--- src/rtl/inst_sequencer_pkg.sv ---
// rtl/inst_sequencer_pkg.sv - shared widths, instruction constants and FSM encodings for inst_sequencer
//
// Contents:
//   ADDR_WIDTH  default program-counter / instruction-memory address width
//   I_WIDTH     instruction word width
//   EXEC_BIT    bit position of the EXEC flag inside an instruction word
//   INSTR_ZERO  the idle (no-op, EXEC=0) instruction word
//   ST_*        sequencer FSM state encodings
//   cnt_width   width needed to hold a count 0..n (at least 1 bit)
package inst_sequencer_pkg;

  localparam int ADDR_WIDTH = 8;
  localparam int I_WIDTH    = 32;
  localparam int EXEC_BIT   = 31;

  localparam logic [I_WIDTH-1:0] INSTR_ZERO = '0;

  localparam logic [2:0] ST_IDLE  = 3'd0;
  localparam logic [2:0] ST_PRIME = 3'd1;
  localparam logic [2:0] ST_RUN   = 3'd2;
  localparam logic [2:0] ST_DRAIN = 3'd3;
  localparam logic [2:0] ST_DONE  = 3'd4;

  function automatic int cnt_width(input int n);
    return (n < 1) ? 1 : $clog2(n + 1);
  endfunction

endpackage

--- src/rtl/inst_sequencer_drain_counter.sv ---
// rtl/inst_sequencer_drain_counter.sv - loadable down-counter that times the DRAIN phase
//
// Ports:
//   clk_i       clock, rising edge
//   rst_i       synchronous active-high reset, clears the count
//   load        load load_value (takes priority over enable)
//   load_value  value loaded on load
//   enable      decrement by one while nonzero
//   zero        high when the count is zero
module drain_counter #(
  parameter int WIDTH = 3
) (
  input  logic             clk_i,
  input  logic             rst_i,
  input  logic             load,
  input  logic [WIDTH-1:0] load_value,
  input  logic             enable,
  output logic             zero
);

  logic [WIDTH-1:0] count;

  always_ff @(posedge clk_i) begin
    if (rst_i) begin
      count <= '0;
    end else if (load) begin
      count <= load_value;
    end else if (enable && (count != '0)) begin
      count <= count - WIDTH'(1);
    end
  end

  assign zero = (count == '0);

endmodule

--- src/rtl/inst_sequencer.sv ---
// rtl/inst_sequencer.sv - streams a program from instruction memory to a downstream controller
//
// Issues prog_len words from address 0 of a one-cycle-latency instruction memory,
// then holds the instruction output at zero for DRAIN_CYCLES idle cycles so the
// downstream pipeline can retire, then pulses done_o.
//
// Optional feature: define SEQ_LOOP_EN to add loop_cnt_i and repeat the program
// loop_cnt_i times (0 treated as 1) with only a PRIME bubble between passes.
//
// Ports:
//   clk_i          clock, rising edge
//   rst_i          synchronous active-high reset
//   start_i        start request, only looked at in IDLE
//   prog_len_i     number of instructions to issue, latched on start
//   imem_addr_o    registered instruction-memory read address
//   imem_rdata_i   instruction-memory data, valid one cycle after its address
//   instruction_o  registered instruction word to the downstream controller
//   busy_o         high from the start-accept cycle through the done cycle
//   done_o         one-cycle completion pulse
//   loop_cnt_i     (SEQ_LOOP_EN only) program repetition count, latched on start
module inst_sequencer
  import inst_sequencer_pkg::*;
#(
  parameter int DRAIN_CYCLES = 4,
  parameter int PC_WIDTH     = ADDR_WIDTH
) (
  input  logic                clk_i,
  input  logic                rst_i,
  input  logic                start_i,
  input  logic [PC_WIDTH-1:0] prog_len_i,
  output logic [PC_WIDTH-1:0] imem_addr_o,
  input  logic [I_WIDTH-1:0]  imem_rdata_i,
  output logic [I_WIDTH-1:0]  instruction_o,
  output logic                busy_o,
  output logic                done_o
`ifdef SEQ_LOOP_EN
  ,
  input  logic [7:0]          loop_cnt_i
`endif
);

  localparam int                CNT_W      = cnt_width(DRAIN_CYCLES);
  localparam logic [CNT_W-1:0]  DRAIN_LOAD = CNT_W'(DRAIN_CYCLES);

  logic [2:0]          state;
  logic [PC_WIDTH-1:0] len_q;
  logic [PC_WIDTH-1:0] len_m1;
  logic [PC_WIDTH-1:0] issue_cnt;
  logic                addr_at_end;
  logic                last_issue;
  logic                pass_again;
  logic                drain_load;
  logic                drain_zero;

`ifdef SEQ_LOOP_EN
  logic [7:0]          loops_left;
  assign pass_again = (loops_left > 8'd1);
`else
  assign pass_again = 1'b0;
`endif

  assign len_m1      = len_q - PC_WIDTH'(1);
  // Address saturates at the last program word so it never runs past the program.
  assign addr_at_end = (imem_addr_o == len_m1);
  assign last_issue  = (state == ST_RUN) && (issue_cnt == len_m1);
  assign drain_load  = last_issue && !pass_again;

  // The drain counter is loaded with the full count on RUN exit; the first DRAIN
  // cycle still presents the last issued word, so DRAIN lasts DRAIN_CYCLES+1 cycles
  // and exactly DRAIN_CYCLES zero cycles follow the last instruction.
  drain_counter #(
    .WIDTH (CNT_W)
  ) u_drain_counter (
    .clk_i      (clk_i),
    .rst_i      (rst_i),
    .load       (drain_load),
    .load_value (DRAIN_LOAD),
    .enable     (state == ST_DRAIN),
    .zero       (drain_zero)
  );

  always_ff @(posedge clk_i) begin
    if (rst_i) begin
      state         <= ST_IDLE;
      imem_addr_o   <= '0;
      instruction_o <= INSTR_ZERO;
      len_q         <= '0;
      issue_cnt     <= '0;
`ifdef SEQ_LOOP_EN
      loops_left    <= 8'd0;
`endif
    end else begin
      // Only RUN cycles load a real word; everything else issues the no-op.
      instruction_o <= INSTR_ZERO;
      case (state)
        ST_IDLE: begin
          if (start_i) begin
            if (prog_len_i != '0) begin
              len_q       <= prog_len_i;
              imem_addr_o <= '0;
              issue_cnt   <= '0;
`ifdef SEQ_LOOP_EN
              loops_left  <= (loop_cnt_i == 8'd0) ? 8'd1 : loop_cnt_i;
`endif
              state       <= ST_PRIME;
            end else begin
              state <= ST_DONE;
            end
          end
        end
        ST_PRIME: begin
          if (!addr_at_end) imem_addr_o <= imem_addr_o + PC_WIDTH'(1);
          state <= ST_RUN;
        end
        ST_RUN: begin
          instruction_o <= imem_rdata_i;
          if (!addr_at_end) imem_addr_o <= imem_addr_o + PC_WIDTH'(1);
          if (last_issue) begin
            issue_cnt <= '0;
            if (pass_again) begin
`ifdef SEQ_LOOP_EN
              loops_left <= loops_left - 8'd1;
`endif
              imem_addr_o <= '0;
              state       <= ST_PRIME;
            end else begin
              state <= ST_DRAIN;
            end
          end else begin
            issue_cnt <= issue_cnt + PC_WIDTH'(1);
          end
        end
        ST_DRAIN: begin
          if (drain_zero) state <= ST_DONE;
        end
        ST_DONE: begin
          imem_addr_o <= '0;
          state       <= ST_IDLE;
        end
        default: state <= ST_IDLE;
      endcase
    end
  end

  // busy_o covers the accept cycle itself, hence the start_i term while IDLE.
  assign busy_o = !rst_i && ((state != ST_IDLE) || start_i);
  assign done_o = !rst_i && (state == ST_DONE);

endmodule
--- config.mk ---
export PLATFORM = sky130hd
export DESIGN_NAME = inst_sequencer
export DESIGN_NICKNAME = d
export VERILOG_FILES = /design/src/rtl/inst_sequencer_pkg.sv /design/src/rtl/inst_sequencer_drain_counter.sv /design/src/rtl/inst_sequencer.sv
export SDC_FILE = /design/constraint.sdc
export NUM_CORES = 1
export LEC_CHECK = 0
export BUFFER_PORTS_ARGS = -buffer_cell sky130_fd_sc_hd__buf_4
export CAP_MARGIN = 20
export CORE_UTILIZATION = 30
export CTS_CLUSTER_DIAMETER = 80
export DETAILED_ROUTE_END_ITERATION = 10
export SLEW_MARGIN = 20
export SYNTH_ARGS = -nofsm -noshare
export SYNTH_HDL_FRONTEND = slang
export SYNTH_HIERARCHICAL = 1
export SYNTH_SLANG_ARGS = --single-unit
--- constraint.sdc ---
create_clock -name clk_i -period 4.3 [get_ports clk_i]
set_input_delay 0 -clock clk_i [delete_from_list [all_inputs] [get_ports clk_i]]
set_output_delay 0 -clock clk_i [all_outputs]
set_load 0.005 [all_outputs]
==> out/metrics.yaml <==
fmaxAchievable_mhz: 353
critPathMaxFanout: 8
p_int_uw: 1010
multiInputGateArea_sq_um: 1450
setup.reg_to_reg.worst_slack_ps: 1470
cp.buffers_inverters: 1
grt_antenna_before_repair: 0
timing.clock.skew_ps: 10.5
critical_path.endpoint: "u_drain_counter/count[1]"
crit_chain: "inv_1 > ha_1 > nor3b_1 > xnor2_1 > nor4_1 > nand3_1 > nor3_1 > or3_1 > a31oi_1"
power.ir.vdd_worst_mv: 0.279
final_hold_viols: 0
total_grt_usage: 0.155
postSynthRegisterBits: 62
pwr-share-seq: 0.451
cts_resized: 0
drt.antenna.violating_nets: 0
area_growth_syn_to_layout_pct: 51.3
synth_sequential_area_ratio: 0.447
cts_buffer_depth: 2
first_global_vias: 2614
die_height_um: 98.2
core-area_sq_um: 8850
fillCellCount: 814
power_density_nw_per_um2: 330
cts_sinks: 62
hold_path.class: "input pin to flop"
insertedDiodeCount: 0
start_util: 0.314
dieArea_sq_um: 9640
slew_viol_final: 0
synth_cell_type_count: 51
post-route-util: 0.474
post-route-drc-count: 0
clockPowerShare: 0.372
share_comb_of_total_power: 0.177
syn_area_per_cell_sq_um: 9.54
tritoncts: "yes"
io_pins: 85
critical-path-top-delay-family: "simple AND/OR/NAND/NOR gates"
fin_crit_sh: 0.659
worst_skew_pair.late_latency_ps: 340
die_x_um: 98.2
static-leakage-power_uw: 0.00187
overflow: 0
swShare: 0.273
io_buffers: 84
grt_max_degree: 36
global_route_wire_length_before_repair_um: 11900
critical_path.slowest_cell: "sky130_fd_sc_hd__nor3_1"
critPathLaunch: "len_q[0]"
slew_headroom: 0.561
p_switching_uw: 378
drt_first_iter_violations: 63
worstReg2RegEnd: "u_drain_counter/count[1]"
finalWeightedCongestion: 0.857
tightest_slew_ps: 654
data_arrival_at_the_endpoint_of_the_critical_path_ps: 3060
final-setup-viol-count: 0
tns_ps: 0
synth_warnings: 6
clock_tree.root_cell: "sky130_fd_sc_hd__clkbuf_8"
netlist_area_sq_um: 2780
routed_wl_um: 7000
critPathLaunchType: "flop"
synthesis.instances: 291
final_period_minus_worst_setup_slack_ps: 2830
cts_htree_levels: 3
cts-buffers-inserted: 9
maxCapViolCount: 0
hold_path_startpoint: "imem_rdata_i[8]"
num_rows: 34
clk_pin_slew_worst_paths_ps: 80
wl_per_cell_um: 13.0
postSynth.asyncResetShare: 0
cp-end-kind: "flop"
ff_latch_area_sq_um: 1240
timing.setup.critical_path_class: "flop to flop"
synthFlopType: "sky130_fd_sc_hd__dfxtp_1"
post-dp-hpwl_um: 4620
critical_path_cell_count: 9
first_pass_iters: 6
worst-endpoint-required_ps: 4520
cpPeakStageDelay_ps: 550
status: "finished, final reports clean"
proportion_of_layout_cells_with_a_drive_suffix_above_1: 0.265
unrepaired_setup_endpoints_after_global_routing: "false"
nNetsFinal: 474
reg2reg_depth: 9
synth-edff-count: 0
vias_per_cell: 4.71
via_count: 2539
worst_r2r_startpoint: "len_q[0]"
cell type report:
cell class | count | area share
clock inverter | 6 | 0.0173
multi-input combinational | 209 | 0.345
timing repair buffer | 135 | 0.271
clock buffer | 10 | 0.0304
inverter | 9 | 0.00805
tap | 108 | 0.0322
sequential | 62 | 0.296
worst min-delay path: stages:
cell,delay (ps)
sky130_fd_sc_hd__dlygate4sd3_1,520
sky130_fd_sc_hd__buf_4,90
sky130_fd_sc_hd__and2_1,100
through the flow:
step | hold slack [ps] | instance area (sq um) | instances | setup slack [ps] | power (uW)
final | 398 | 4200 | 539 | 1470 | 1380
after CTS | 373 | 4200 | 539 | 1510 | 1410
after global routing | 369 | 4200 | 539 | 1140 | 1470
after floorplan | 69.4 | 2780 | 292 | 1950 | 765
after global placement | 200 | 3500 | 473 | 1620 | 841
after detailed placement | 204 | 3500 | 473 | 1500 | 845
per-layer routing:
| metal | wire length [um] | GRT usage | vias up |
|---|---|---|---|
| met3 | 503 | 0.0680 | 6 |
| met2 | 3440 | 0.276 | 73 |
| li1 | - | - | 1276 |
| met5 | 0 | 0 | - |
| met4 | 92 | 0.0494 | 0 |
| met1 | 2970 | 0.165 | 1184 |
cells in the final DEF, fill, tap and decap left out, types with 3 or more instances in the layout:
| cell type | netlist | routed |
|---|---|---|
| sky130_fd_sc_hd__nand4_1 | 3 | 3 |
| sky130_fd_sc_hd__and3_2 | 4 | 4 |
| sky130_fd_sc_hd__o21a_1 | 5 | 5 |
| sky130_fd_sc_hd__xnor2_1 | 16 | 16 |
| sky130_fd_sc_hd__buf_4 | 0 | 85 |
| sky130_fd_sc_hd__a21oi_1 | 5 | 5 |
| sky130_fd_sc_hd__conb_1 | 2 | 3 |
| sky130_fd_sc_hd__nand3b_1 | 4 | 4 |
| sky130_fd_sc_hd__inv_1 | 9 | 9 |
| sky130_fd_sc_hd__nor2_1 | 24 | 24 |
| sky130_fd_sc_hd__nand2b_1 | 4 | 4 |
| sky130_fd_sc_hd__a31oi_1 | 3 | 3 |
| sky130_fd_sc_hd__and3_1 | 3 | 3 |
| sky130_fd_sc_hd__dlygate4sd3_1 | 0 | 50 |
| sky130_fd_sc_hd__nor4_1 | 6 | 6 |
| sky130_fd_sc_hd__nand3_1 | 6 | 6 |
| sky130_fd_sc_hd__clkinv_4 | 0 | 4 |
| sky130_fd_sc_hd__clkbuf_8 | 0 | 9 |
| sky130_fd_sc_hd__mux2i_1 | 8 | 8 |
| sky130_fd_sc_hd__nor3_1 | 11 | 11 |
| sky130_fd_sc_hd__dfxtp_1 | 62 | 62 |
| sky130_fd_sc_hd__a32o_1 | 3 | 3 |
| sky130_fd_sc_hd__a211o_1 | 4 | 4 |
| sky130_fd_sc_hd__nand2_1 | 10 | 10 |
| sky130_fd_sc_hd__o21ai_0 | 4 | 4 |
| sky130_fd_sc_hd__ha_1 | 5 | 5 |
| sky130_fd_sc_hd__xor2_1 | 14 | 14 |
| sky130_fd_sc_hd__and2_1 | 32 | 32 |
| sky130_fd_sc_hd__or4_1 | 3 | 3 |
flip-flops by register name (all words and copies together) (netlist names):
signal and cells:
issue_cnt 8, u_drain_counter/count 3, instruction_o 32, imem_addr_o 8, len_q 8, state 3
cells by family after synthesis:
family | after synthesis | synth area share
other | 2 | 0.00271
and+or+nand+nor | 127 | 0.271
buffers and inverters | 21 | 0.0343
xor gates and xnor gates | 31 | 0.103
AOI/OAI and AO/OA | 35 | 0.0911
adders and majority gates | 5 | 0.0225
DFF | 62 | 0.447
muxes | 8 | 0.0289
worst min-delay path by stage:
stage | end | slack [ps] | cells past startpoint
final | instruction_o[8] | 400 | 3
after CTS | instruction_o[18] | 370 | 3
after global routing | instruction_o[8] | 370 | 3
after floorplan | u_drain_counter/count[1] | 70 | 1
after global placement | instruction_o[26] | 200 | 2
after detailed placement | instruction_o[31] | 200 | 2
Yosys cell counts (all sizes together), types with 2 or more instances:
library cell / count / area (sq um)
a211o: 4 / 35.0
a21oi: 5 / 25.0
a31oi: 3 / 18.8
a32o: 3 / 30.0
and2: 32 / 200
and3: 7 / 48.8
buf: 3 / 27.5
clkbuf: 9 / 33.8
conb: 2 / 7.51
dfxtp: 62 / 1240
ha: 5 / 62.6
inv: 9 / 33.8
mux2i: 8 / 80.1
nand2: 10 / 37.5
nand2b: 5 / 38.8
nand3: 6 / 30.0
nand3b: 4 / 30.0
nand4: 3 / 18.8
nand4bb: 2 / 22.5
nor2: 25 / 96.4
nor3: 12 / 65.1
nor4: 8 / 62.6
o211ai: 2 / 15.0
o21a: 5 / 37.5
o21ai: 6 / 30.0
o311ai: 2 / 17.5
or3: 3 / 20.0
or4: 3 / 22.5
xnor2: 16 / 140
xor2: 14 / 123
repair_timing:
action / 4_1_cts / 5_1_grt
hold buffers: 50 / 0
endpoints found under the hold margin: 43 / 0
setup endpoints to repair: 0 / 0
buffers inserted: 0 / 0
power by group through the flow:
stage                     combinational [uW]  clock (uW)  sequential (uW)
after CTS                                245         539              625
after global placement                   204           0              637
after detailed placement                 207           0              638
after floorplan                          140           0              625
final                                    246         515              625
after global routing                     271         568              628
No activity file was read; power rests on OpenSTA's default activity.
